## config.mk

```make
export PLATFORM = sky130hd
export DESIGN_NAME = addsub_rr_sched_flat
export DESIGN_NICKNAME = d
export VERILOG_FILES = /design/src/rtl/addsub_rr_sched_pkg.sv /design/src/rtl/addsub_rr_sched_if.sv /design/src/rtl/addsub_rr_sched_arb.sv /design/src/rtl/addsub_rr_sched.sv /design/src/flat_wrapper.sv
export SDC_FILE = /design/constraint.sdc
export NUM_CORES = 1
export LEC_CHECK = 0
export BUFFER_PORTS_ARGS = -buffer_cell sky130_fd_sc_hd__buf_2
export CAP_MARGIN = 20
export CELL_PAD_IN_SITES_DETAIL_PLACEMENT = 1
export CELL_PAD_IN_SITES_GLOBAL_PLACEMENT = 2
export CORE_AREA = 4 4 149 151
export DETAILED_ROUTE_END_ITERATION = 10
export DIE_AREA = 0 0 153 155
export PLACE_DENSITY = 0.76
export SLEW_MARGIN = 15
export SYNTH_ARGS = -nofsm -noshare
export SYNTH_HDL_FRONTEND = slang
export SYNTH_SLANG_ARGS = --single-unit
```

## constraint.sdc

```tcl
create_clock -name clk -period 2.6 [get_ports clk]
set_input_delay 0.52 -clock clk [delete_from_list [all_inputs] [get_ports clk]]
set_output_delay 0.52 -clock clk [all_outputs]
set_load 0.03 [all_outputs]
```

## src/rtl/addsub_rr_sched_pkg.sv

```systemverilog
// Shared types and constants for the round-robin add/subtract scheduler.
package addsub_sched_pkg;

    typedef enum logic [1:0] {
        IDLE,
        EXEC,
        DONE
    } state_e;

    localparam logic OP_ADD = 1'b1;
    localparam logic OP_SUB = 1'b0;

    localparam int unsigned OPW = 16;

endpackage

```

## src/rtl/addsub_rr_sched_if.sv

```systemverilog
// Request and result channels of the scheduler. The scheduler uses the slave
// view; the requesters and the result consumer use the master view.
interface addsub_rr_sched_if #(
    parameter int unsigned NREQ  = 4,
    parameter int unsigned WIDTH = 32,
    parameter int unsigned IDW   = 2
);
    logic [NREQ-1:0]    req_valid;
    logic [NREQ-1:0]    req_ready;
    logic [16*NREQ-1:0] req_a;
    logic [16*NREQ-1:0] req_b;
    logic [NREQ-1:0]    req_op;
    logic               res_valid;
    logic               res_ready;
    logic [WIDTH-1:0]   res_data;
    logic [IDW-1:0]     res_id;
    logic               busy;

    modport slave (
        input  req_valid, req_a, req_b, req_op, res_ready,
        output req_ready, res_valid, res_data, res_id, busy
    );

    modport master (
        output req_valid, req_a, req_b, req_op, res_ready,
        input  req_ready, res_valid, res_data, res_id, busy
    );
endinterface

```

## src/rtl/addsub_rr_sched_arb.sv

```systemverilog
// Combinational round-robin arbiter. The search starts at rr_ptr and wraps
// around; a grant is raised only when enable is high.
module rr_arbiter_n #(
    parameter int unsigned NREQ = 4,
    parameter int unsigned IDW  = $clog2(NREQ)
) (
    input  logic [NREQ-1:0] req,
    input  logic [IDW-1:0]  rr_ptr,
    input  logic            enable,
    output logic [NREQ-1:0] grant,
    output logic [IDW-1:0]  grant_idx
);
    logic [IDW:0]   sum;
    logic [IDW-1:0] idx;
    logic           found;

    always_comb begin
        grant     = '0;
        grant_idx = '0;
        found     = 1'b0;
        sum       = '0;
        idx       = '0;
        for (int unsigned k = 0; k < NREQ; k++) begin
            // rr_ptr + k stays below 2*NREQ, so one subtraction performs the wrap
            sum = {1'b0, rr_ptr} + (IDW+1)'(k);
            if (sum >= (IDW+1)'(NREQ)) begin
                sum = sum - (IDW+1)'(NREQ);
            end
            idx = sum[IDW-1:0];
            if (!found && req[idx]) begin
                found     = 1'b1;
                grant_idx = idx;
            end
        end
        if (enable && found) begin
            grant[grant_idx] = 1'b1;
        end
    end

endmodule

```

## src/rtl/addsub_rr_sched.sv

```systemverilog
// Round-robin scheduler sharing one registered 16-bit add/subtract unit
// among NREQ requesters, with a backpressured result channel.
module addsub_rr_sched
    import addsub_sched_pkg::*;
#(
    parameter int unsigned NREQ  = 4,
    parameter int unsigned WIDTH = 32,
    parameter int unsigned IDW   = 2
) (
    input  logic                  clk,
    input  logic                  rst,
    addsub_rr_sched_if.slave      bus
);
    state_e           state_q, state_d;
    logic [IDW-1:0]   rr_ptr_q, rr_ptr_d;
    logic [IDW-1:0]   id_q, id_d;
    logic [OPW-1:0]   a_q, a_d;
    logic [OPW-1:0]   b_q, b_d;
    logic             op_q, op_d;
    logic [WIDTH-1:0] res_data_q, res_data_d;
    logic [IDW-1:0]   res_id_q, res_id_d;
    logic             res_valid_q, res_valid_d;
    logic             busy_q, busy_d;

    logic             accept_en;
    logic             xfer;
    logic [NREQ-1:0]  grant;
    logic [IDW-1:0]   grant_idx;
    logic [WIDTH-1:0] a_ext, b_ext;

    // Accepting in DONE while res_ready is high hands the unit straight to the next winner
    assign accept_en = rst && ((state_q == IDLE) || ((state_q == DONE) && bus.res_ready));

    rr_arbiter_n #(
        .NREQ (NREQ),
        .IDW  (IDW)
    ) u_arb (
        .req       (bus.req_valid),
        .rr_ptr    (rr_ptr_q),
        .enable    (accept_en),
        .grant     (grant),
        .grant_idx (grant_idx)
    );

    assign bus.req_ready = grant;
    assign xfer          = |grant;
    assign a_ext         = WIDTH'(a_q);
    assign b_ext         = WIDTH'(b_q);

    always_comb begin
        state_d     = state_q;
        rr_ptr_d    = rr_ptr_q;
        id_d        = id_q;
        a_d         = a_q;
        b_d         = b_q;
        op_d        = op_q;
        res_data_d  = res_data_q;
        res_id_d    = res_id_q;
        res_valid_d = res_valid_q;

        if (xfer) begin
            a_d      = OPW'(bus.req_a >> (OPW * grant_idx));
            b_d      = OPW'(bus.req_b >> (OPW * grant_idx));
            op_d     = bus.req_op[grant_idx];
            id_d     = grant_idx;
            rr_ptr_d = (grant_idx == IDW'(NREQ - 1)) ? '0 : grant_idx + 1'b1;
        end

        case (state_q)
            IDLE: begin
                if (xfer) state_d = EXEC;
            end
            EXEC: begin
                res_data_d  = (op_q == OP_ADD) ? (a_ext + b_ext) : (a_ext - b_ext);
                res_id_d    = id_q;
                res_valid_d = 1'b1;
                state_d     = DONE;
            end
            DONE: begin
                if (bus.res_ready) begin
                    res_valid_d = 1'b0;
                    state_d     = xfer ? EXEC : IDLE;
                end
            end
            default: state_d = IDLE;
        endcase

        busy_d = (state_d != IDLE);
    end

    always_ff @(posedge clk or negedge rst) begin
        if (!rst) begin
            state_q     <= IDLE;
            rr_ptr_q    <= '0;
            id_q        <= '0;
            a_q         <= '0;
            b_q         <= '0;
            op_q        <= 1'b0;
            res_data_q  <= '0;
            res_id_q    <= '0;
            res_valid_q <= 1'b0;
            busy_q      <= 1'b0;
        end else begin
            state_q     <= state_d;
            rr_ptr_q    <= rr_ptr_d;
            id_q        <= id_d;
            a_q         <= a_d;
            b_q         <= b_d;
            op_q        <= op_d;
            res_data_q  <= res_data_d;
            res_id_q    <= res_id_d;
            res_valid_q <= res_valid_d;
            busy_q      <= busy_d;
        end
    end

    assign bus.res_valid = res_valid_q;
    assign bus.res_data  = res_data_q;
    assign bus.res_id    = res_id_q;
    assign bus.busy      = busy_q;

endmodule

```

## src/flat_wrapper.sv

```systemverilog
// flat-port wrapper written by rule: the top's interface ports become plain ports
module addsub_rr_sched_flat import addsub_sched_pkg::*;
#(
    parameter int unsigned NREQ  = 4,
    parameter int unsigned WIDTH = 32,
    parameter int unsigned IDW   = 2
)
  (clk, rst, bus_req_valid, bus_req_a, bus_req_b, bus_req_op, bus_res_ready, bus_req_ready, bus_res_valid, bus_res_data, bus_res_id, bus_busy);
  addsub_rr_sched_if #(.NREQ(NREQ), .WIDTH(WIDTH), .IDW(IDW)) bus_i ();
  input  logic clk;
  input  logic rst;
  input wire logic [$bits(bus_i.req_valid)-1:0] bus_req_valid;
  input wire logic [$bits(bus_i.req_a)-1:0] bus_req_a;
  input wire logic [$bits(bus_i.req_b)-1:0] bus_req_b;
  input wire logic [$bits(bus_i.req_op)-1:0] bus_req_op;
  input wire logic [$bits(bus_i.res_ready)-1:0] bus_res_ready;
  output wire logic [$bits(bus_i.req_ready)-1:0] bus_req_ready;
  output wire logic [$bits(bus_i.res_valid)-1:0] bus_res_valid;
  output wire logic [$bits(bus_i.res_data)-1:0] bus_res_data;
  output wire logic [$bits(bus_i.res_id)-1:0] bus_res_id;
  output wire logic [$bits(bus_i.busy)-1:0] bus_busy;
  assign bus_i.req_valid = bus_req_valid;
  assign bus_i.req_a = bus_req_a;
  assign bus_i.req_b = bus_req_b;
  assign bus_i.req_op = bus_req_op;
  assign bus_i.res_ready = bus_res_ready;
  assign bus_req_ready = bus_i.req_ready;
  assign bus_res_valid = bus_i.res_valid;
  assign bus_res_data = bus_i.res_data;
  assign bus_res_id = bus_i.res_id;
  assign bus_busy = bus_i.busy;
  addsub_rr_sched #(.NREQ(NREQ), .WIDTH(WIDTH), .IDW(IDW)) u_core (.clk(clk), .rst(rst), .bus(bus_i));
endmodule
```

== After elaboration in Yosys (flattened, before gate mapping) ==
Index checks and enable logic that the tools add are counted.

* Reduce and logical (&&, ||, !) cells: 16
* Shift-type cells: 2
* Mux-type cells: 33
* Div/mod/pow operators: 0
* Add/sub/neg operators: 10
* Equality and inequality tests: 4
* Multipliers: 0
* Bitwise operators: 0
* $lt $le $gt $ge: 10

{| class="wikitable"
|+ Operator list
! kind !! count
|-
| right shift 64 x 6 -> 16 bit || 2
|-
| two-way mux 32 bit || 1
|-
| two-way mux 2 bit || 11
|-
| adder 16 x 16 -> 17 bit || 1
|-
| subtractor 16 x 16 -> 17 bit || 1
|-
| less-than comparator 2 x 3 -> 1 bit, second input constant || 5
|-
| two-way mux 1 bit || 12
|-
| binary-select mux 1 bit (select 2 bit) || 5
|-
| greater-or-equal comparator 3 bit, second input constant || 3
|-
| subtractor 2 x 1 -> 2 bit, second input constant || 4
|-
| logical AND 1 bit || 7
|-
| adder 2 x 2 -> 3 bit, second input constant || 2
|-
| one-hot mux 2 bit (3 select lines) || 1
|-
| equality test 2 bit, second input constant || 2
|-
| two-way mux 4 bit || 1
|-
| nonzero test 2 bit || 2
|-
| OR reduction 4 bit || 1
|-
| adder 2 x 1 -> 3 bit, second input constant || 1
|-
| greater-or-equal comparator 2 x 3 -> 1 bit, second input constant || 1
|-
| zero test 1 bit || 3
|-
| adder 2 x 1 -> 2 bit, second input constant || 1
|-
| demux 1 bit (select 2 bit) || 1
|-
| equality test 2 x 1 -> 1 bit, second input constant || 1
|-
| greater-or-equal comparator 2 x 1 -> 1 bit, second input constant || 1
|-
| 5 further kinds || 5
|}

* Word-level logic and storage cells: 85
* Output and inout bits: 40
* Register bits: 75
* ROM bits: 0
* Input port bits: 139
* Latch bits: 0
* Memories kept: 0
* Memory bits (writable): 0

== Logic depth before layout (Yosys ltp) ==
* Depth in word-level cells: 24
* Gate-level depth with buffers: 15
* Gate-level depth less buffers: 10

== Modules after synthesis ==
A second synthesis with hierarchy kept.

* Cell total of the unflattened synthesis: 488
* Area, all modules: 4973.5 µm²

{| class="wikitable"
|+ Modules (own cells, without submodules)
! module !! times used !! area an instance (µm²) !! cells an instance
|-
| addsub_rr_sched || 1 || 4838.4 || 469
|-
| rr_arbiter_n || 1 || 135.1 || 19
|}

== Worst setup path before layout ==
Ideal clock, no wire load.

* Path type: input port to flip-flop
* Start point: in bus_req_valid[0]
* End point: reg u_core.b_q[10]
* Cell stages on the path: 14
* Slack: -224 ps
* Setup time: 130 ps
* Arrival time: 2694 ps
* Data required time: 2470 ps
* Cells stage by stage: a21oi_1 > o21a_1 > o22ai_1 > clkbuf_1 > inv_2 > clkbuf_1 > ha_1 > o31ai_2 > buf_4 > inv_2 > buf_2 > buf_2 > nand3_1 > o21ai_1

* Longest elaborated chain between the ends: 18
* Elaborated cells between the ends (all ways): 31
* Classes of those cells: order compare (2); shift (1); mux (19); reduce/logical (9)

{| class="wikitable"
|+ Ends and longest elaborated chain
! what !! RTL line !! source
|-
| from (decl) || flat_wrapper.sv:12 || <nowiki>input wire logic [$bits(bus_i.req_valid)-1:0] bus_req_valid;</nowiki>
|-
| binary-select mux 1 bit (select 2 bit) || addsub_rr_sched_arb.sv:30 || <nowiki>if (!found && req[idx]) begin</nowiki>
|-
| two-way mux 1 bit (not written as such) || addsub_rr_sched_arb.sv:30 ||
|-
| two-way mux 1 bit || addsub_rr_sched_arb.sv:30 ||
|-
| zero test 1 bit || addsub_rr_sched_arb.sv:30 ||
|-
| logical AND 1 bit || addsub_rr_sched_arb.sv:30 ||
|-
| two-way mux 1 bit || addsub_rr_sched_arb.sv:30 ||
|-
| zero test 1 bit || addsub_rr_sched_arb.sv:30 ||
|-
| logical AND 1 bit || addsub_rr_sched_arb.sv:30 ||
|-
| (+2 left out) || n/a ||
|-
| logical AND 1 bit || addsub_rr_sched_arb.sv:30 ||
|-
| two-way mux 2 bit || addsub_rr_sched_arb.sv:30 ||
|-
| less-than comparator 2 x 3 -> 1 bit (not written as such) or greater-or-equal comparator 2 x 1 -> 1 bit (tied branches) || addsub_rr_sched_arb.sv:36 || <nowiki>grant[grant_idx] = 1'b1;</nowiki>
|-
| logical AND 1 bit (not written as such) || addsub_rr_sched_arb.sv:36 ||
|-
| two-way mux 1 bit (not written as such) || addsub_rr_sched_arb.sv:36 ||
|-
| demux 1 bit (select 2 bit) || addsub_rr_sched_arb.sv:36 ||
|-
| two-way mux 4 bit || addsub_rr_sched_arb.sv:35 || <nowiki>if (enable && found) begin</nowiki>
|-
| OR reduction 4 bit || addsub_rr_sched.sv:46 || <nowiki>assign xfer = |grant;</nowiki>
|-
| to (signal assigned) || addsub_rr_sched.sv:97 || <nowiki>b_q <= '0;</nowiki>
|-
| to (signal assigned) || addsub_rr_sched.sv:108 || <nowiki>b_q <= b_d;</nowiki>
|-
| to (decl) || addsub_rr_sched.sv:18 || <nowiki>logic [OPW-1:0] b_q, b_d;</nowiki>
|}

Parallel ways exist; a longest one is shown, timed or not. The select of a mux whose other input is x is not followed.
A chain may end at the register's enable or synchronous reset.

== Worst setup path after layout ==
* Start point: reg u_core.rr_ptr_q[1]
* End point: out bus_req_ready[3]

* Longest elaborated chain between the ends: 19
* Elaborated cells between the ends (all ways): 44
* Classes of those cells: add/sub (7); order compare (6); mux (23); reduce/logical (8)

{| class="wikitable"
|+ Ends and longest elaborated chain
! what !! RTL line !! source
|-
| from (decl) || addsub_rr_sched.sv:15 || <nowiki>logic [IDW-1:0] rr_ptr_q, rr_ptr_d;</nowiki>
|-
| from (signal assigned) || addsub_rr_sched.sv:105 || <nowiki>rr_ptr_q <= rr_ptr_d;</nowiki>
|-
| branches (longest 18 deep; another with adder 2 x 1 -> 3 bit) || n/a ||
|-
| two-way mux 4 bit (*) || addsub_rr_sched_arb.sv:35 ||
|-
| to (decl) || flat_wrapper.sv:17 || <nowiki>output wire logic [$bits(bus_i.req_ready)-1:0] bus_req_ready;</nowiki>
|}

Mark *: on every way between the ends. The select of a mux whose other input is x is not followed.

==> flow_metrics.env <==
export IMPL_cp_max_fo=4
export IMPL_status="completed"
export IMPL_antenna_found_initial=1
export IMPL_worstPathArrival_ps=1970
export IMPL_synth_top_cell_area_share_pct=31.0
export IMPL_dieArea_mm2=0.0237
export IMPL_crit_path_start_kind="flop"
export IMPL_coreArea_mm2=0.0208
export IMPL_synth_top_family_by_area="simple AND/OR/NAND/NOR gates"
export IMPL_cts_htree_levels=3
export IMPL_yosysWarningCount=0
export IMPL_synth_nets=861
export IMPL_ant_nets=0
export IMPL_fin_crit_ps=2490
export IMPL_clkSinkCount=61
export IMPL_tightestPinTransition_ps=571
export IMPL_clkTransAtPathRegs_ps=60
export IMPL_vias=5223
export IMPL_fin_nets=1026
export IMPL_drt_iter0_drc=268
export IMPL_grtUsageMet1_pct=21.0
export IMPL_die_y_um=155
export IMPL_tritoncts="done"
export IMPL_slew_headroom_pct=61.9
export IMPL_leakage_nw=3.27
export IMPL_gr_max_usage_layer="met2"
export IMPL_wl_per_cell_um=16.3
export IMPL_hold_violations=0
export IMPL_vdd_drop_max_mv=0.337
export IMPL_cts_made_buffers=9
export IMPL_whs_ps=219
export IMPL_finalMaxSlewViolations=0
export IMPL_grt_use_met3_pct=3.48
export IMPL_holdBufCountCts=0
export IMPL_rsz0062_at_grt="yes"
export IMPL_finalSetupViolations=0
export IMPL_num_fill_cells=2646
export IMPL_yosysTopAreaCell="dfrtp_1"
export IMPL_grt_overflow=0
export IMPL_synth_xor_area_share_pct=1.60
export IMPL_die_w_um=153
export IMPL_fmax_mhz=402
export IMPL_start_util_pct=23.7
export IMPL_min_path_type="input port to async pin"
export IMPL_clock_path_buffers=2
export IMPL_ys_ff_latch=61
export IMPL_grt_use_met2_pct=24.0
export IMPL_final_common_cell="buf_2"
export IMPL_dp_hpwl_um=14600
export IMPL_drive_gt1_share_pct=28.9
export IMPL_cts_root_buf="clkbuf_16"
export IMPL_totalWireLength_um=18500
export IMPL_rows=53
export IMPL_fin_worst_skew_ps=6.87
export IMPL_cap_violations=0
export IMPL_setup_tns_ps=0
export IMPL_worstPathRequired_ps=2080
export IMPL_ys_seq_area_share_pct=31.0
export IMPL_crit_path_end_kind="output pin"
export IMPL_synth_compound_area_share_pct=18.4
export IMPL_drc=0
export IMPL_num_antenna_cells=0
export IMPL_synth_edf_count=0
export IMPL_grt_pass1_vias=5421
export IMPL_ios=179
export IMPL_place_gp_congestion=0.790
export IMPL_fin_crit_sh_pct=95.8
export IMPL_synthTopCellsByArea="dfrtp_1, nand2_1, ha_1"
export IMPL_synth_avg_cell_area_um2=7.17
export IMPL_path_class="flop to output pin"
export IMPL_synthSimpleGateAreaFrac_pct=30.3
export IMPL_grt_pass1_wl_um=29300
export IMPL_via_per_inst=4.61
export IMPL_first_pass_iters=4
export IMPL_final_cell_mix="buf_2, nand2_1, nand3_1, nor2_1, dfrtp_1"
export IMPL_power_total_mw=9.13
export IMPL_p_per_area_mw_per_mm2=1390
export IMPL_synthFlopType="dfrtp_1"
export IMPL_synth_cell_type_count=56
export IMPL_syn_to_final_growth_pct=33.1
export IMPL_synthAdderAreaFrac_pct=9.20
export IMPL_syn_cell_area_mm2=0.00492
export IMPL_grt_usage_pct=15.1
export IMPL_synthMuxAreaShare_pct=1.04
export IMPL_grt_max_degree=71
export IMPL_place_port_buffers=178
export IMPL_synthCells=687
export IMPL_async_flop_share_pct=100
export IMPL_clk_latency_ps=340
-- worst max-delay path: stages (launching register included) --
cell and delay [ps]:
dfrtp_1 410, mux2i_1 210, nor2_1 60, or3_4 400, inv_4 110, ha_4 160
and2_1 130, buf_4 150
-- layout make-up --
type / count / area, um2 / share of cell area, %
clock inverter: 6 / 38.8 / 0.592
clock buffer: 10 / 239 / 3.65
sequential: 61 / 1530 / 23.3
tap: 275 / 344 / 5.25
timing repair buffer: 211 / 1210 / 18.5
inverter: 32 / 123 / 1.87
multi-input combinational: 537 / 3070 / 46.9
-- registers in the layout, summed over array words and instances, names as in the netlist --
signal and flops:
u_core.a_q 16, u_core.b_q 16, u_core.bus.busy 1, u_core.bus.res_data 18, u_core.bus.res_id 2, u_core.bus.res_valid 1
u_core.id_q 2, u_core.op_q 1, u_core.rr_ptr_q 2, u_core.state_q 2
-- synthesized netlist by cell type (5+ instances only) --
| master | instances |
|---|---|
| nor2_1 | 61 |
| a21oi_1 | 24 |
| nor2b_1 | 8 |
| ha_1 | 33 |
| clkbuf_1 | 23 |
| nand3_1 | 70 |
| nand2_1 | 158 |
| buf_4 | 15 |
| o21a_1 | 6 |
| nand2b_1 | 9 |
| o21ai_0 | 30 |
| dfrtp_1 | 61 |
| buf_2 | 14 |
| nor3_1 | 11 |
| o31ai_1 | 6 |
| or3_1 | 5 |
| inv_1 | 28 |
| xnor2_1 | 7 |
| o211ai_1 | 5 |
| o21ai_1 | 44 |
-- stage by stage --
stage / instances / worst slack (ps) / util (%) / area, um2
after global routing: 1132 / -17.1 / 31.5 / 6560
after floorplan: 687 / 10.4 / - / 4950
after detailed placement: 1115 / 44.3 / 29.6 / 6170
final: 1132 / 110 / 31.5 / 6560
after global placement: 1115 / 63.9 / 29.6 / 6170
after CTS: 1131 / 73.1 / 31.1 / 6470
-- final timing paths --
kind	startpoint	end	slack [ps]	cells after the start
worst max-delay path	u_core.rr_ptr_q[1]$_DFFE_PN0P_	bus_req_ready[3]	110	7
worst min-delay path	rst	u_core.a_q[8]$_DFFE_PN0P_	220	2
worst max register to register	u_core.b_q[0]$_DFFE_PN0P_	u_core.bus.res_data[14]$_DFFE_PN0P_	150	10
worst min register to register	u_core.bus.res_id[0]$_DFFE_PN0P_	u_core.bus.res_id[0]$_DFFE_PN0P_	470	2
max in group asynchronous	rst	u_core.bus.res_data[0]$_DFFE_PN0P_	1550	3
min in group clk	u_core.bus.res_id[0]$_DFFE_PN0P_	u_core.bus.res_id[0]$_DFFE_PN0P_	470	2
-- where the power goes --
part	total, mW	switching [mW]	internal [mW]
combinational	6.20	3.80	2.40
clock	1.13	0.464	0.667
sequential	1.79	0.378	1.41
total	9.13	4.64	4.48
-- layer usage --
| layer | share of wire [%] | vias to the layer above |
|---|---|---|
| met1 | 48 | 2431 |
| met3 | 5.0 | 14 |
| met4 | 1.1 | 2 |
| met2 | 45 | 118 |
| li1 | - | 2658 |
| met5 | 0.065 | - |
-- cell families after synthesis --
kind of cell    after synthesis
simple gates                340
flops                        61
fa+ha+maj                    35
compound gates              148
buf+inv                      89
xor+xnor                      9
mux                           5
-- timing repair --
action,4_1_cts,5_1_grt
buffers inserted,0,0
pin swaps,0,2
setup endpoints to repair,4,8
hold endpoints to repair,0,0
cloned,0,1
gates resized for setup,5,12
(Power assumes the default switching activity.)
